File: src/rtl/instr_encoder_loader.sv
// rtl/instr_encoder_loader.sv - RV32I field-bundle encoder that streams packed instructions into IMEM
module instr_encoder_loader #(
    parameter int ADDR_W = 32,
    parameter int CNT_W  = 16
) (
    input  logic              clk,
    input  logic              rst,
    input  logic              start,
    input  logic [ADDR_W-1:0] base_addr,
    input  logic [CNT_W-1:0]  num_instr,
    input  logic              in_valid,
    output logic              in_ready,
    input  logic [2:0]        in_fmt,
    input  logic [6:0]        in_opcode,
    input  logic [4:0]        in_rd,
    input  logic [4:0]        in_rs1,
    input  logic [4:0]        in_rs2,
    input  logic [2:0]        in_funct3,
    input  logic [6:0]        in_funct7,
    input  logic [31:0]       in_imm,
    output logic              mem_we,
    output logic [ADDR_W-1:0] mem_addr,
    output logic [31:0]       mem_wdata,
    input  logic              mem_ready,
    output logic              busy,
    output logic              done,
    output logic              err,
    output logic [CNT_W-1:0]  bad_count
);

    typedef enum logic [1:0] {
        S_IDLE,
        S_LOAD,
        S_DONE
    } state_t;

    localparam logic [31:0] NOP_WORD = 32'h0000_0013;

    state_t            state;
    state_t            state_nxt;
    logic [ADDR_W-1:0] addr_ptr;
    logic [CNT_W-1:0]  remaining;
    logic [31:0]       enc_word;
    logic              enc_bad;
    logic              accept;
    logic              wr_fire;
    logic              fits12;
    logic              fits13;
    logic              fits21;

    // Immediate range checks: all bits above the sign bit must replicate it.
    assign fits12 = (&in_imm[31:11]) | ~(|in_imm[31:11]);
    assign fits13 = (&in_imm[31:12]) | ~(|in_imm[31:12]);
    assign fits21 = (&in_imm[31:20]) | ~(|in_imm[31:20]);

    always_comb begin
        enc_word = NOP_WORD;
        enc_bad  = 1'b0;
        case (in_fmt)
            3'd0: enc_word = {in_funct7, in_rs2, in_rs1, in_funct3, in_rd, in_opcode};
            3'd1: begin
                enc_word = {in_imm[11:0], in_rs1, in_funct3, in_rd, in_opcode};
                enc_bad  = ~fits12;
            end
            3'd2: begin
                enc_word = {in_imm[11:5], in_rs2, in_rs1, in_funct3, in_imm[4:0], in_opcode};
                enc_bad  = ~fits12;
            end
            3'd3: begin
                enc_word = {in_imm[12], in_imm[10:5], in_rs2, in_rs1, in_funct3,
                            in_imm[4:1], in_imm[11], in_opcode};
                enc_bad  = ~fits13 | in_imm[0];
            end
            3'd4: begin
                enc_word = {in_imm[31:12], in_rd, in_opcode};
                enc_bad  = |in_imm[11:0];
            end
            3'd5: begin
                enc_word = {in_imm[20], in_imm[10:1], in_imm[11], in_imm[19:12], in_rd, in_opcode};
                enc_bad  = ~fits21 | in_imm[0];
            end
            default: enc_bad = 1'b1;
        endcase
        if (enc_bad) begin
            enc_word = NOP_WORD;
        end
    end

    assign wr_fire  = mem_we & mem_ready;
    assign in_ready = (state == S_LOAD) & (remaining != '0) & (~mem_we | mem_ready);
    assign accept   = in_valid & in_ready;
    assign busy     = (state == S_LOAD);
    assign done     = (state == S_DONE);

    always_comb begin
        state_nxt = state;
        case (state)
            S_IDLE: begin
                if (start) begin
                    state_nxt = (num_instr != '0) ? S_LOAD : S_DONE;
                end
            end
            S_LOAD: begin
                if ((remaining == '0) && (!mem_we || mem_ready)) begin
                    state_nxt = S_DONE;
                end
            end
            S_DONE:  state_nxt = S_IDLE;
            default: state_nxt = S_IDLE;
        endcase
    end

    always_ff @(posedge clk) begin
        if (rst) begin
            state     <= S_IDLE;
            addr_ptr  <= '0;
            remaining <= '0;
            mem_we    <= 1'b0;
            mem_addr  <= '0;
            mem_wdata <= '0;
            err       <= 1'b0;
            bad_count <= '0;
        end else begin
            state <= state_nxt;
            if (state == S_IDLE && start) begin
                addr_ptr  <= {base_addr[ADDR_W-1:2], 2'b00};
                remaining <= num_instr;
                err       <= 1'b0;
                bad_count <= '0;
            end
            // A new accept keeps mem_we high through a completing handshake.
            if (accept) begin
                mem_we    <= 1'b1;
                mem_addr  <= addr_ptr;
                mem_wdata <= enc_word;
                addr_ptr  <= addr_ptr + ADDR_W'(4);
                remaining <= remaining - CNT_W'(1);
                if (enc_bad) begin
                    err <= 1'b1;
                    if (bad_count != '1) begin
                        bad_count <= bad_count + CNT_W'(1);
                    end
                end
            end else if (wr_fire) begin
                mem_we <= 1'b0;
            end
        end
    end

endmodule

File: config.mk
export PLATFORM = sky130hd
export DESIGN_NAME = instr_encoder_loader
export DESIGN_NICKNAME = d
export VERILOG_FILES = /design/src/rtl/instr_encoder_loader.sv
export SDC_FILE = /design/constraint.sdc
export NUM_CORES = 1
export LEC_CHECK = 0
export ABC_AREA = 1
export CAP_MARGIN = 0
export CORE_MARGIN = 2
export CORE_UTILIZATION = 53
export CTS_CLUSTER_DIAMETER = 60
export DETAILED_ROUTE_END_ITERATION = 8
export GPL_TIMING_DRIVEN = 0
export PLACE_DENSITY_LB_ADDON = 0.2
export SETUP_SLACK_MARGIN = 0.2
export SLEW_MARGIN = 40
export SYNTH_ARGS = -nofsm -noshare
export SYNTH_HDL_FRONTEND = slang
export SYNTH_SLANG_ARGS = --single-unit
File: constraint.sdc
create_clock -name clk -period 4 [get_ports clk]
set_clock_uncertainty 0.15 [all_clocks]
set_input_delay 1 -clock clk [delete_from_list [all_inputs] [get_ports clk]]
set_output_delay 1 -clock clk [all_outputs]
set_load 0.01 [all_outputs]
==> results.sh, run 1 <==
export IMPL_fin_crit_ps=3400
export IMPL_num_vias=8466
export IMPL_grt_pass1_wl_um=38700
export IMPL_power_leakage_nw=4.21
export IMPL_coreArea_sq_um=13300
export IMPL_row_count=42
export IMPL_clockBufferDepth=2
export IMPL_rsz0062_at_grt="false"
export IMPL_drc=0
export IMPL_setup_viol=0
export IMPL_r2r_slack_ps=1610
export IMPL_postCtsHoldBufs=0
export IMPL_htreeDepth=4
export IMPL_finalCritPeriodShare_pct=85.0
export IMPL_routed_wl_um=25100
export IMPL_synth_area_sq_um=7300
export IMPL_die_h_um=121
export IMPL_vias_per_cell=5.40
export IMPL_gr_usage_all_layers_pct=33.6
export IMPL_ctsResizeCount=0
export IMPL_power_density_nw_per_um2=388
export IMPL_p_total_mw=3.93
export IMPL_die_area_sq_um=14700
export IMPL_root_buffer="clkbuf_16"
export IMPL_synth_cells=1159
export IMPL_arrival_ps=2250
export IMPL_tritoncts="done"
export IMPL_yosysUniqueCellTypes=44
export IMPL_irDropWorstVdd_uv=325
export IMPL_cts_buffers=17
export IMPL_required_ps=2850
export IMPL_ys_seq_area_share_pct=35.1
export IMPL_grt_overflow=0
export IMPL_antenna_left=0
export IMPL_antenna_found_initial=2
export IMPL_crit_fanout=4
export IMPL_design_portCount=205
export IMPL_status="complete, no violations"
export IMPL_critPathKind="primary input to output pin"
export IMPL_fill_cells=1100
export IMPL_synth_edf_count=0
export IMPL_clk_pin_slew_ps=60
export IMPL_grt_max_degree=17
export IMPL_gp_routability_congestion=0.962
export IMPL_drv_cap=0
export IMPL_drv_slew=0
export IMPL_drtIter0Drc=969
export IMPL_setup_tns_final_ps=0
export IMPL_syn_area_per_cell_sq_um=6.30
export IMPL_synth_seq_cells=128
export IMPL_grt_pass1_vias=7736
export IMPL_ys_flop_type="dfxtp_1"
export IMPL_firstDrtPassIters=5
export IMPL_cts_setup_buffers=0
export IMPL_synthArstFlopShare_pct=0
export IMPL_die_w_um=121
export IMPL_hold_viol_final=0
export IMPL_hold_path_class="flop to flop"
export IMPL_clkSinkCount=128
export IMPL_start_util_pct=54.7
export IMPL_clock_latency_ps=430
export IMPL_cp_start_kind="primary input"
export IMPL_yosys_warnings=0
export IMPL_final_nets=1502
export IMPL_worst_slew_pin_slew_ps=828
export IMPL_io_buffer_count=200
export IMPL_clock_fmax_mhz=294
export IMPL_relSlewSlack_pct=44.4
export IMPL_endpoint_kind="output pin"
export IMPL_dp_hpwl_um=18900
export IMPL_synthToLayoutAreaGrowth_pct=38.7
export IMPL_wl_per_cell_um=16.0
export IMPL_layout_drive_gt1_share_pct=6.39
## power breakdown
group / leakage (nW) / internal, mW / switching, mW
combinational: 2.88 / 0.379 / 0.496
sequential: 1.04 / 1.37 / 0.106
clock: 0.285 / 0.980 / 0.597
## cell families (layout without fill, tap and decap cells)
group | after synthesis | count (layout) | synth area share (%)
AO/OA/AOI/OAI | 186 | 186 | 13.4
XOR/XNOR | 44 | 44 | 5.28
adder cells (fa/ha/maj) | 3 | 3 | 0.514
buffers and inverters | 141 | 373 | 8.71
flip-flops | 128 | 128 | 35.1
multiplexers | 1 | 1 | 0.154
other | 1 | 3 | 0.0514
AND/OR/NAND/NOR | 655 | 655 | 36.8
## flip-flops by register name (all words and copies together) (netlist names)
| signal | count |
|---|---|
| mem_we | 1 |
| bad_count | 16 |
| addr_ptr | 30 |
| mem_wdata | 32 |
| state | 2 |
| remaining | 16 |
| err | 1 |
| mem_addr | 30 |
## final timing paths
check	cells after the start	to	from
worst min-delay path	2	mem_wdata[14]$_SDFFE_PP0P_	mem_wdata[14]$_SDFFE_PP0P_
worst max register to register	12	remaining[3]$_SDFFE_PP0P_	remaining[0]$_SDFFE_PP0P_
worst min register to register	2	mem_wdata[14]$_SDFFE_PP0P_	mem_wdata[14]$_SDFFE_PP0P_
worst max-delay path	4	in_ready	mem_ready
## cells in the final DEF (no fill, tap or decap), types with 9 or more instances in the layout
master	count
a21oi_1	106
buf_2	16
clkbuf_1	21
clkbuf_16	17
clkdlybuf4s50_1	200
dfxtp_1	128
inv_1	80
nand2_1	427
nand3_1	37
nand4_1	11
nor2_1	128
nor3_1	20
o21ai_0	53
o21ai_1	9
xnor2_1	9
xor2_1	35
## synth_stat cells, types with 2 or more instances
master	instances	share of area (%)
nand2_1	427	22
dfxtp_1	128	35
nor2_1	128	6.6
a21oi_1	106	7.3
inv_1	80	4.1
o21ai_0	53	3.6
nand3_1	37	2.5
xor2_1	35	4.2
nor3_1	20	1.4
clkbuf_1	19	0.98
buf_2	16	1.1
nand4_1	11	0.94
o21ai_1	9	0.62
xnor2_1	9	1.1
buf_6	8	1.2
inv_2	8	0.41
buf_4	7	0.72
nand2_2	5	0.43
nor2_2	5	0.43
nor4_1	5	0.43
o211ai_1	4	0.41
o221ai_1	4	0.48
buf_1	3	0.15
ha_1	3	0.51
o21bai_1	3	0.31
a22oi_1	2	0.21
and3_1	2	0.17
nand3b_1	2	0.21
nor2_4	2	0.31
nor3b_1	2	0.21
o22ai_1	2	0.17
or2_2	2	0.17
## layer usage
metal	up-vias	wire, um	GRT usage (%)
met1	3836	9980	40.9
met2	429	12000	56.5
met4	0	736	11.7
met3	69	2470	10.1
met5	-	0	0
li1	4132	-	-
## critical path, cell delays in order
cell and delay [ps]:
clkdlybuf4s50_1 400, nor2_1 260, nor2_2 90, clkdlybuf4s50_1 490
## per-stage QoR
| step | util, % | setup WS, ps | area (sq um) | hold slack, ps | cells |
|---|---|---|---|---|---|
| 2_1_floorplan | - | 1530 | 7300 | 302 | 1160 |
| 3_3_place_gp | 71.4 | 595 | 9530 | 300 | 1536 |
| 3_5_place_dp | 71.4 | 585 | 9530 | 304 | 1536 |
| 4_1_cts | 75.8 | 593 | 10100 | 312 | 1568 |
| 5_1_grt | 75.8 | 518 | 10100 | 327 | 1568 |
| 6_report | 75.8 | 599 | 10100 | 311 | 1569 |
## layout make-up
cell class                 count  area (sq um)  share of cell area [%]
tap                          176           220                    2.18
buffer                        53           305                    3.02
inverter                      88           330                    3.26
clock inverter                 9           106                    1.05
antenna                        1          2.50                  0.0247
multi-input combinational    891          4110                    40.6
clock buffer                  23           488                    4.82
sequential                   128          2560                    25.3
timing repair buffer         200          2000                    19.8
Note: power is estimated with default switching activity, not from simulation.
==> run 2, diff against run 1 <==
Settings changed: CAP_MARGIN 0 to 20.
==> results of run 2 <==
Final layout, timing and power as in run 1 (identical DEF).
